### src/rtl/beat_pkg.sv
// Shared types, default parameters and the radius profile for the beat pulse tracker.
package beat_pkg;

    typedef enum logic {S_IDLE, S_ANIM} state_e;
    typedef enum logic {MODE_PREV, MODE_AVG} mode_e;

    localparam int DEF_N_BANDS   = 16;
    localparam int DEF_BAND_W    = 4;
    localparam int DEF_WIN       = 3;
    localparam int DEF_N_WIN     = 10;
    localparam int DEF_THRESH    = 5;
    localparam int DEF_AVG_SHIFT = 3;
    localparam int DEF_ANIM_LEN  = 16;
    localparam int DEF_R_MAX     = 31;
    localparam int DEF_R_W       = 5;

    // Fast two-step expansion, then a linear shrink of 2 per frame down to 0.
    function automatic int radius_of(input int phase, input int r_max);
        if (phase == 0) return 0;
        if (phase == 1) return r_max / 3;
        if (phase == 2) return (2 * r_max) / 3;
        if (r_max - 2 * phase < 0) return 0;
        return r_max - 2 * phase;
    endfunction

endpackage

### src/rtl/band_window_sum.sv
// Combinational sliding-window band sums: window k covers bands k..k+WIN-1.
module band_window_sum #(
    parameter int N_BANDS = 16,
    parameter int BAND_W  = 4,
    parameter int WIN     = 3,
    parameter int N_WIN   = 10
) (
    input  logic [N_BANDS*BAND_W-1:0]                   data,
    output logic [N_WIN*(BAND_W+$clog2(WIN))-1:0]       sums
);
    localparam int SUM_W = BAND_W + $clog2(WIN);

    // Bands above the last window are legitimately ignored.
    logic unused_bands;
    assign unused_bands = ^data;

    for (genvar k = 0; k < N_WIN; k++) begin : g_win
        logic [SUM_W-1:0] s;
        always_comb begin
            s = '0;
            for (int b = 0; b < WIN; b++) begin
                s = s + SUM_W'(data[(k+b)*BAND_W +: BAND_W]);
            end
        end
        assign sums[k*SUM_W +: SUM_W] = s;
    end

endmodule

### src/rtl/beat_pulse_tracker.sv
// Spectrum beat detector driving a frame-paced pulse/radius animation.
//   state  | meaning
//   S_IDLE | phase 0, waiting for a window energy rise
//   S_ANIM | phase 1..ANIM_LEN-1, animation running, triggers ignored
module beat_pulse_tracker
    import beat_pkg::*;
#(
    parameter int N_BANDS   = DEF_N_BANDS,
    parameter int BAND_W    = DEF_BAND_W,
    parameter int WIN       = DEF_WIN,
    parameter int N_WIN     = DEF_N_WIN,
    parameter int THRESH    = DEF_THRESH,
    parameter int AVG_SHIFT = DEF_AVG_SHIFT,
    parameter int ANIM_LEN  = DEF_ANIM_LEN,
    parameter int R_MAX     = DEF_R_MAX,
    parameter int R_W       = DEF_R_W
) (
    input  logic                         i_clk,
    input  logic                         i_rst_n,
    input  logic                         i_frame_valid,
    input  logic [N_BANDS*BAND_W-1:0]    i_data,
    input  logic                         i_mode,
    output logic [$clog2(ANIM_LEN)-1:0]  o_phase,
    output logic [R_W-1:0]               o_radius,
    output logic                         o_beat_pulse,
    output logic [$clog2(N_WIN)-1:0]     o_beat_band,
    output logic [15:0]                  o_beat_cnt
);
    localparam int SUM_W = BAND_W + $clog2(WIN);
    localparam int ACC_W = SUM_W + AVG_SHIFT;
    localparam int PH_W  = $clog2(ANIM_LEN);
    localparam int BB_W  = $clog2(N_WIN);

    logic [N_WIN*SUM_W-1:0] sums;
    logic [SUM_W-1:0]       prev_q [N_WIN];
    logic [ACC_W-1:0]       acc_q  [N_WIN];
    logic                   primed_q;

    state_e                 state_q, state_d;
    logic [PH_W-1:0]        phase_d;
    logic                   fire;
    logic                   hit_any;
    logic [BB_W-1:0]        hit_idx;
    logic [SUM_W-1:0]       ref_v;

    band_window_sum #(
        .N_BANDS (N_BANDS),
        .BAND_W  (BAND_W),
        .WIN     (WIN),
        .N_WIN   (N_WIN)
    ) u_sum (
        .data    (i_data),
        .sums    (sums)
    );

    // Descending scan so the lowest triggering window wins.
    always_comb begin
        hit_any = 1'b0;
        hit_idx = '0;
        ref_v   = '0;
        for (int k = N_WIN - 1; k >= 0; k--) begin
            ref_v = (mode_e'(i_mode) == MODE_AVG) ? SUM_W'(acc_q[k] >> AVG_SHIFT) : prev_q[k];
            if ({1'b0, sums[k*SUM_W +: SUM_W]} >= {1'b0, ref_v} + (SUM_W+1)'(THRESH)) begin
                hit_any = 1'b1;
                hit_idx = BB_W'(k);
            end
        end
    end

    always_comb begin
        state_d = state_q;
        phase_d = o_phase;
        fire    = 1'b0;
        if (i_frame_valid && primed_q) begin
            case (state_q)
                S_IDLE: begin
                    if (hit_any) begin
                        state_d = S_ANIM;
                        phase_d = PH_W'(1);
                        fire    = 1'b1;
                    end
                end
                S_ANIM: begin
                    if (o_phase == PH_W'(ANIM_LEN - 1)) begin
                        state_d = S_IDLE;
                        phase_d = '0;
                    end else begin
                        phase_d = o_phase + 1'b1;
                    end
                end
                default: ;
            endcase
        end
    end

    always_ff @(posedge i_clk or negedge i_rst_n) begin
        if (!i_rst_n) begin
            state_q <= S_IDLE;
            o_phase <= '0;
        end else begin
            state_q <= state_d;
            o_phase <= phase_d;
        end
    end

    always_ff @(posedge i_clk or negedge i_rst_n) begin
        if (!i_rst_n) begin
            primed_q     <= 1'b0;
            o_beat_pulse <= 1'b0;
            o_beat_band  <= '0;
            o_beat_cnt   <= '0;
            o_radius     <= '0;
            for (int k = 0; k < N_WIN; k++) begin
                prev_q[k] <= '0;
                acc_q[k]  <= '0;
            end
        end else begin
            o_beat_pulse <= fire;
            o_radius     <= R_W'(radius_of(int'(o_phase), R_MAX));
            if (fire) begin
                o_beat_band <= hit_idx;
                o_beat_cnt  <= o_beat_cnt + 16'd1;
            end
            if (i_frame_valid) begin
                primed_q <= 1'b1;
                for (int k = 0; k < N_WIN; k++) begin
                    prev_q[k] <= sums[k*SUM_W +: SUM_W];
                    // First frame seeds the average at the current level to avoid a start-up ramp.
                    if (!primed_q)
                        acc_q[k] <= ACC_W'(sums[k*SUM_W +: SUM_W]) << AVG_SHIFT;
                    else
                        acc_q[k] <= acc_q[k] - (acc_q[k] >> AVG_SHIFT) + ACC_W'(sums[k*SUM_W +: SUM_W]);
                end
            end
        end
    end

endmodule

### config.mk
export PLATFORM = sky130hd
export DESIGN_NAME = beat_pulse_tracker
export DESIGN_NICKNAME = d
export VERILOG_FILES = /design/src/rtl/beat_pkg.sv /design/src/rtl/band_window_sum.sv /design/src/rtl/beat_pulse_tracker.sv
export SDC_FILE = /design/constraint.sdc
export NUM_CORES = 1
export LEC_CHECK = 0
export CORE_AREA = 5 5 188 190
export DETAILED_ROUTE_END_ITERATION = 10
export DIE_AREA = 0 0 193 195
export PLACE_DENSITY_LB_ADDON = 0.05
export SETUP_SLACK_MARGIN = 0.5
export SLEW_MARGIN = 25
export SYNTH_ARGS = -nofsm -noshare
export SYNTH_HDL_FRONTEND = slang
export SYNTH_HIERARCHICAL = 1
export SYNTH_SLANG_ARGS = --single-unit
### constraint.sdc
create_clock -name i_clk -period 4.1 [get_ports i_clk]
set_input_delay 1.025 -clock i_clk [delete_from_list [all_inputs] [get_ports i_clk]]
set_output_delay 1.025 -clock i_clk [all_outputs]
set_load 0.005 [all_outputs]
[Word level (Yosys, flattened, before mapping)]
Index checks and enable logic that the tools add are counted.
Cells by class
  $add $sub $neg: 53
  multiply operators: 0
  div/mod/pow operators: 0
  order comparisons: 11
  eq/ne operators: 4
  shift operators: 0
  multiplexer cells: 65
  bitwise operators: 1
  reductions and logical operators: 3
Operators by type and width (count)
  adder 9 x 6 -> 9 bit: 10
  2-to-1 mux 9 bit: 10
  subtractor 9 x 6 -> 9 bit: 10
  adder 6 x 3 -> 7 bit, second input constant: 10
  >= comparator 6 x 7 -> 1 bit: 10
  adder 6 x 4 -> 6 bit: 10
  2-to-1 mux 6 bit: 10
  2-to-1 mux 4 bit: 13
  adder 4 x 4 -> 5 bit: 10
  2-to-1 mux 5 bit: 6
  2-to-1 mux 1 bit: 24
  adder 16 x 1 -> 16 bit, second input constant: 1
  case mux 4 bit (2 select lines): 1
  < comparator 6 x 1 -> 1 bit, second input constant: 1
  subtractor 5 x 5 -> 6 bit, first input constant: 1
  adder 4 x 1 -> 4 bit, second input constant: 1
  equality test 4 x 2 -> 1 bit, second input constant: 1
  equality test 4 x 3 -> 1 bit, second input constant: 1
  equality test 4 bit, second input constant: 1
  zero test 4 bit: 1
  inequality test 2 bit, second input constant: 1
  case mux 1 bit (2 select lines): 1
  AND reduction 2 bit: 1
  logical AND 1 bit: 1
  NOT 1 bit: 1
Word-level totals
  flip-flop bits (word level): 182
  bits in latches: 0
  RAM bits: 0
  memory bits (read-only): 0
  bits of input ports: 68
  output and inout port bits: 30
  word-level logic and storage cells: 164
  memories kept: 0

[Depth between registers and ports, before layout]
Gate-level depths: netlist of the first run.
  depth after elaboration: 16
  depth in mapped cells: 19
  mapped depth without buffers: 18

[By module]
The synthesis of the first run kept the hierarchy.
By module, submodules not included
  beat_pulse_tracker: times used 1, cells each 1739, area each 16017.9 um2, seq. area each 4554.4 um2
  band_window_sum: times used 1, cells each 237, area each 2192.1 um2, seq. area each 0.0 um2

[Least setup slack after synthesis of the first run]
No wires, ideal clock.
  kind: input to register
  start: input port i_data[20]
  end: register acc_q[44] (netlist bit)
  library setup time: 0.128 ns
  arrival time: 4.696 ns
  required time: 3.972 ns
  path slack: -0.724 ns
  stages on the path: 16
  buffers on the path: 0
  cells stage by stage: ha_1 > fa_1 > inv_1 > fa_1 > inv_1 > inv_1 > fa_1 > inv_1 > fa_1 > a21o_1 > a21oi_1 > o21bai_1 > a2111o_1 > o211a_1 > a311oi_1 > nand2_1
On the way
  word-level cells in the longest chain between the ends: 4
RTL lines
  from (decl): RTL line beat_pulse_tracker.sv:21  | input logic [N_BANDS*BAND_W-1:0] i_data,
  adder 4 x 4 -> 5 bit: RTL line band_window_sum.sv:22  | s = s + SUM_W'(data[(k+b)*BAND_W +: BAND_W]);
  adder 6 x 4 -> 6 bit: RTL line band_window_sum.sv:22
  net sums[31]: RTL line beat_pulse_tracker.sv:34  | logic [N_WIN*SUM_W-1:0] sums;
  adder 9 x 6 -> 9 bit: RTL line beat_pulse_tracker.sv:132  | acc_q[k] <= acc_q[k] - (acc_q[k] >> AVG_SHIFT) + ACC_W'(sums[k*SUM_W +: SUM_W]);
  2-to-1 mux 9 bit: RTL line beat_pulse_tracker.sv:129  | if (!primed_q)
  to (signal, indexed assignment): RTL line beat_pulse_tracker.sv:130  | acc_q[k] <= ACC_W'(sums[k*SUM_W +: SUM_W]) << AVG_SHIFT;
  to (signal, indexed assignment): RTL line beat_pulse_tracker.sv:132
  to (decl): RTL line beat_pulse_tracker.sv:36  | logic [ACC_W-1:0] acc_q [N_WIN];
The timed path passes the listed nets, and every way through them passes these cells.
A chain may end at the register's enable or synchronous reset.

[Worst setup path after layout of the first run]
  start: input port i_data[17]
  end: register acc_q[71] (netlist bit)
On the way
  word-level cells in the longest chain between the ends: 3
RTL lines (RTL line)
  adder 6 x 4 -> 6 bit: band_window_sum.sv:22
  net sums[14]: beat_pulse_tracker.sv:34
  adder 9 x 6 -> 9 bit: beat_pulse_tracker.sv:132
  2-to-1 mux 9 bit: beat_pulse_tracker.sv:129
The timed path passes the listed nets, and every way through them passes these cells.

==> impl_metrics.toml, run 1 <==
[sta]
setup_repair_after_global_routing_missed_its_margin = "true"
slew_headroom_pct = 36.53
fmaxAchievable_ghz = 0.2295
setup_violations_final = 38
period_needed_ps = 4357
tightestPinTransition_ps = 952.1
layout_setup_ws_ps = -256.7
slew_violations = 0
final_hold_viol_count = 0
post_route_fraction_of_the_period_consumed_by_the_critical_path_pct = 106.3
skew_ps = 16.63

[clocking]
cts_tree = "yes"
ctsHtreeMaxLevel = 4
clock_sinks = 182
cts-buffers-inserted = 17
holdBufCountCts = 0
clk_pin_slew_ps = 70
clock_latency_at_the_later_pin_of_the_worst_skew_pair_ps = 460
cts.root.buffer_cell = "clkbuf_16"
clock_tree.buffer_depth = 2

[floorplanning]
floorplan.initialDensity_pct = 54.72
dieWidth_um = 193
core.rowCount = 67
num_io_pins = 98
design.die.area_um2 = 37640
core_area_um2 = 33280
dieHeight_um = 195

[synthesis]
area_fraction_in_compound_gates_after_synthesis_pct = 14.76
yosysWarnings = 6
synth_simple_gate_area_share_pct = 9.729
yosysSeqAreaShare_pct = 25.01
synthDistinctLibCells = 63
synth_edf_count = 0
parity_gate_share_of_the_synthesized_area_counting_xor_and_xnor_cells_pct = 6.156
syn-mean-instance-area_um2 = 9.216
synthesis.nets = 2352
postSynth.topFlopCell = "dfrtp_1"
ys_seq_elements = 182
post_synth_instance_area_um2 = 18210
synth.area.mux_share_pct = 9.186
main_combinational_cell_family_by_area_after_synthesis = "adder cells"
synth_fa_ha_area_share_pct = 25.57
synthCells = 1976
share_of_flip_flops_with_an_asynchronous_set_or_reset_after_synthesis_pct = 100.0

[routing]
num_vias = 15426
initialDrtViolationCount = 694
detail_route.first_pass.iterations = 5
drc = 0
antenna_left = 0
routed_wirelength_mm = 49.96
detail_route.vias_per_cell = 5.377
drt-wirelength-per-cell_um = 17.42

[setup_path]
critPathCapture = "acc_q[71]"
timing.critical_path.buf_inv = 5
critical_path_cell_with_the_highest_stage_delay = "fa_2"
worst_r2r_startpoint = "acc_q[57]"
category_of_the_worst_setup_path_launch_point = "input pin"
cp.depth = 17
crit_path_max_fanout = 3
delay_heaviest_family_cp = "adder cells"
worstRegToRegCells = 14
critical_path.cell_chain = "buf_6, buf_8, buf_12, fa_1, ha_2, fa_2, inv_2, fa_1, inv_2, ha_4, a21o_1, a21oi_2, o21bai_1, a2111o_1, o211a_1, a311oi_1, nand2_1"
critical-path-max-stage-delay_ps = 560
cp-startpoint = "i_data[17]"
critPathCaptureType = "flop"
critPathRequiredTime_ps = 4430
rrSetupSlack_ps = 600
worstReg2RegEnd = "o_phase[1]"
setup.worst_path.class = "in2reg"
critical_path_arrival_ps = 4690

[job]
max_cap_violations = 0

[global_routing]
first_global_vias = 16050
grt_overflow = 0
grt_pass1_wl_mm = 79.91
antenna_found_initial = 0
gr-usage-all-layers_pct = 26.19
grt_start_max_net_pins = 83

[layout]
final_common_cell = "buf_4"
antenna_cells = 0
nNetsFinal = 2784
areaGrowthSynthToFinish_pct = 40.47
drive_gt1_share_pct = 41.10
layout_common_cells = "buf_4 (310), inv_1 (276), dfrtp_1 (181), ha_1 (127), inv_2 (104)"
final_cell_count_no_fill = 2869

[worst_hold_path]
timing.hold.worst.class = "reg2reg"
min_path_cells = 1

[place]
dp_worst_setup_slack_ps = -1193
gp_congestion = 0.8505
placed_cells = 2712
dpl.hpwl_mm = 35.00
io_buffers = 81

[outcome]
run_status = "complete, but fails checks"
violations = "setup timing"
[flip-flops by register name (all words and copies together), names as in the netlist]
signal and cells:
prev_q 60, o_beat_pulse 1, primed_q 1, acc_q 90
o_beat_cnt 16, state_q 1, o_phase 4, o_radius 5
o_beat_band 4
[Yosys cell counts, drive strengths merged (6+ instances only)]
cell type,count,share of area (%)
inv,389,8.0
nand3,62,1.8
nand2,61,1.3
o211a,10,0.55
a21o,48,2.0
nor2,99,2.0
o21bai,20,0.82
ha,201,14
clkbuf,40,0.82
buf,19,0.74
o22ai,11,0.38
fa,107,12
o21ai,94,2.8
o211ai,26,1.2
a311oi,10,0.48
mux2i,43,2.4
a21oi,146,4.0
o2111ai,6,0.32
nand3b,21,0.87
a2111o,10,0.62
nor2b,41,1.4
mux2,109,6.8
nand2b,7,0.24
nor3,10,0.27
and3,21,0.72
and2,18,0.62
a31oi,6,0.21
xnor2,109,5.2
xor2,19,0.91
dfrtp,182,25
[worst min path at each step]
stage / startpoint / endpoint
detailed placement: o_beat_cnt[15] / o_beat_cnt[15]
CTS: o_beat_cnt[15] / o_beat_cnt[15]
global route: o_beat_cnt[15] / o_beat_cnt[15]
global placement: o_beat_cnt[15] / o_beat_cnt[15]
finish: o_beat_cnt[15] / o_beat_cnt[15]
floorplan: o_beat_cnt[15] / o_beat_cnt[15]
[kinds of logic after synthesis]
logic type	count (synthesis)
AO/OA/AOI/OAI	409
XOR/XNOR	128
adder cells (fa/ha/maj)	308
buffers and inverters	448
flip-flops	182
multiplexers	152
AND/OR/NAND/NOR	349
[what timing repair did]
action,in CTS,in global routing
setup endpoints to repair,97,87
gates cloned,0,0
setup buffers,84,41
pin swaps,224,218
resized for setup,398,163
[through the flow]
step / cell area (um^2) / hold slack (ps) / setup TNS (ps) / utilization, %
global route: 25580 / 488.1 / -9137 / 76.86
CTS: 24570 / 473.6 / -3743 / 73.81
global placement: 22270 / 455.9 / -67400 / 66.91
finish: 25580 / 472.8 / -4056 / 76.86
detailed placement: 22270 / 463.6 / -72180 / 66.91
floorplan: 19140 / 460.5 / -3983 / -
[cell type report]
class / instances / area, um^2
clock buffer: 18 / 429.2
clock inverter: 14 / 211.5
fill: 2235 / 7701
inverter: 389 / 1488
multi-input combinational: 1346 / 14210
sequential: 182 / 4558
tap: 448 / 560.5
timing repair buffer: 472 / 4120
[layer usage]
metal	up-vias	GRT usage, %	routed length [um]
met5	-	0	0
met4	0	6.793	1286
met3	80	3.089	1499
met2	274	46.11	25780
met1	7625	34.23	21400
li1	7447	-	-
Power of run 1 is not shown: default switching activity piles up to over one toggle a cycle in this logic, so the estimate is an artifact.
==> inputs of run 2 (changes only) <==
--- a/config.mk
+++ b/config.mk
@@ -5,9 +5,11 @@
 export SDC_FILE = /design/constraint.sdc
 export NUM_CORES = 1
 export LEC_CHECK = 0
-export CORE_AREA = 5 5 188 190
+export CELL_PAD_IN_SITES_DETAIL_PLACEMENT = 1
+export CELL_PAD_IN_SITES_GLOBAL_PLACEMENT = 1
+export CORE_AREA = 5 5 194 196
 export DETAILED_ROUTE_END_ITERATION = 10
-export DIE_AREA = 0 0 193 195
+export DIE_AREA = 0 0 199 201
 export PLACE_DENSITY_LB_ADDON = 0.05
 export SETUP_SLACK_MARGIN = 0.5
 export SLEW_MARGIN = 25
==> constraint.sdc (replaced) <==
create_clock -name i_clk -period 5.5 [get_ports i_clk]
set_input_delay 1.375 -clock i_clk [delete_from_list [all_inputs] [get_ports i_clk]]
set_output_delay 1.375 -clock i_clk [all_outputs]
set_load 0.005 [all_outputs]
==> run 2 against run 1 <==
  * The run now ends clean
  * Largest cell class unchanged
  * Highest routed layer is now met5
  * Setup slack better by 760 ps
  * Wire length is 4.3% higher
  * Clock-buffer cell count grew 2
  * Utilization shrank 13 points
==> impl_metrics.toml, run 2 (synthesized netlist as in run 1, its figures left out) <==
[layout]
layout_common_cells = "inv_1 (327), buf_4 (232), dfrtp_1 (181), ha_1 (161), a21oi_1 (116)"
num-fill-cells = 4005
final_cell_count_no_fill = 2740
layout.core_utilization_pct = 63.53
layout_top_registers = "acc_q x90, prev_q x60, o_beat_cnt x16"
antenna_cells = 0
nNetsFinal = 2635
drive_gt1_share_pct = 27.77
largest_register_ffs = 90
areaGrowthSynthToFinish_pct = 25.29
register_with_the_most_flip_flops = "acc_q"
multiInputGateArea_um2 = 12910
final_common_cell = "inv_1"
register_area_um2 = 4558

[floorplanning]
core_area_um2 = 35910
design.die.area_um2 = 40000
num_io_pins = 98
core.rowCount = 70
dieWidth_um = 199
dieHeight_um = 201
floorplan.initialDensity_pct = 50.71

[sta]
hold_ws_ps = 485.8
setup_violations_final = 0
post_route_fraction_of_the_period_consumed_by_the_critical_path_pct = 90.82
tightestPinTransition_ps = 1051
setup_repair_after_global_routing_missed_its_margin = "true"
slew_violations = 0
fmaxAchievable_ghz = 0.2002
skew_ps = 13.51
slew_headroom_pct = 29.71
final_hold_viol_count = 0
period_needed_ps = 4995

[routing]
detail_route.first_pass.iterations = 4
detail_route.vias_per_cell = 5.487
initialDrtViolationCount = 534
num_vias = 15034
antenna_left = 0
drt-wirelength-per-cell_um = 19.02
routed_wirelength_mm = 52.10
drc = 0

[clocking]
holdBufCountCts = 0
clock_tree.buffer_depth = 2
cts.root.buffer_cell = "clkbuf_16"
ctsHtreeMaxLevel = 4
cts-buffers-inserted = 17
cts_tree = "yes"
clock_sinks = 182
clock_latency_at_the_later_pin_of_the_worst_skew_pair_ps = 460
clk_pin_slew_ps = 70

[global_routing]
grt_overflow = 0
grt_start_max_net_pins = 90
first_global_vias = 17069
grt_pass1_wl_mm = 83.91
antenna_found_initial = 1
gr-usage-all-layers_pct = 25.68

[setup_path]
critPathRequiredTime_ps = 5850
category_of_the_worst_setup_path_launch_point = "input pin"
critical_path_arrival_ps = 5340
setup.worst_path.class = "in2reg"
critPathCaptureType = "flop"
crit_path_max_fanout = 3

[job]
max_cap_violations = 0

[place]
gp_congestion = 0.8036
dpl.hpwl_mm = 37.71
placed_cells = 2644
io_buffers = 81

[outcome]
run_status = "complete, no violations"

[worst_hold_path]
timing.hold.worst.class = "reg2reg"
run 2: cell count changes in the layout (fill, tap and decap cells not counted), sizes merged:
cell           before  now
dlymetal6s2s        2   16
bufinv              4    2
buf               423  247
clkinv              1    4
inv               391  389
clkdlybuf4s15       5    3
clkbuf             27   29
clkdlybuf4s50      30   41
clkinvlp            7    6
dlygate4sd2         3    7
run 2: final timing paths:
check	from	endpoint	slack, ps	cells after the start
hold reg to reg	o_beat_band[2]	o_beat_band[2]	490	1
setup / recovery	i_data[12]	acc_q[80]	500	20
max in group asynchronous	i_rst_n	prev_q[51]	3470	2
setup reg to reg	acc_q[31]	o_beat_cnt[15]	1890	14
min in group asynchronous	i_rst_n	o_radius[1]	980	1
hold / removal	o_beat_band[2]	o_beat_band[2]	490	1
run 2: area by class of cell:
| cell class | instances | share of cell area, % |
|---|---|---|
| timing repair buffer | 323 | 11.90 |
| multi-input combinational | 1346 | 56.57 |
| sequential | 182 | 19.98 |
| inverter | 389 | 6.422 |
| tap | 468 | 2.567 |
| clock inverter | 12 | 0.5649 |
| clock buffer | 20 | 2.002 |
run 2: worst max-delay path, stage by stage:
cell and delay (ps):
clkdlybuf4s50_1 470, inv_2 70, buf_4 140, fa_2 340
inv_2 70, ha_4 140, inv_2 40, fa_2 530
inv_2 60, inv_2 60, fa_1 420, inv_2 80
ha_4 190, a21o_1 190, a21oi_2 160, o21bai_1 100
a2111o_1 440, o211a_1 150, a311oi_2 230, nand2_1 70
run 2: metrics by stage:
step	TNS, ps	area (um^2)	worst slack [ps]
after global placement	-8389	20740	-402.8
after floorplan	0	18230	479.9
after detailed placement	-14320	20740	-563.1
after CTS	0	22090	476.4
final	0	22810	505.0
after global routing	0	22810	359.4
run 2: timing repair:
item                                    in CTS  in global routing
pin swaps                                  102                 98
gates resized for setup                    152                157
setup buffers                               36                 27
endpoints found under the setup margin      58                 48
gates cloned                                 1                  0
run 2: layer usage:
| metal | GRT usage, % | up-vias | routed length [um] |
|---|---|---|---|
| met5 | 0 | - | 7 |
| met4 | 7.694 | 2 | 1251 |
| met3 | 4.179 | 81 | 1476 |
| met2 | 47.81 | 185 | 27780 |
| met1 | 30.01 | 7633 | 21590 |
| li1 | - | 7133 | - |
Power of run 2 is left out for the same reason.
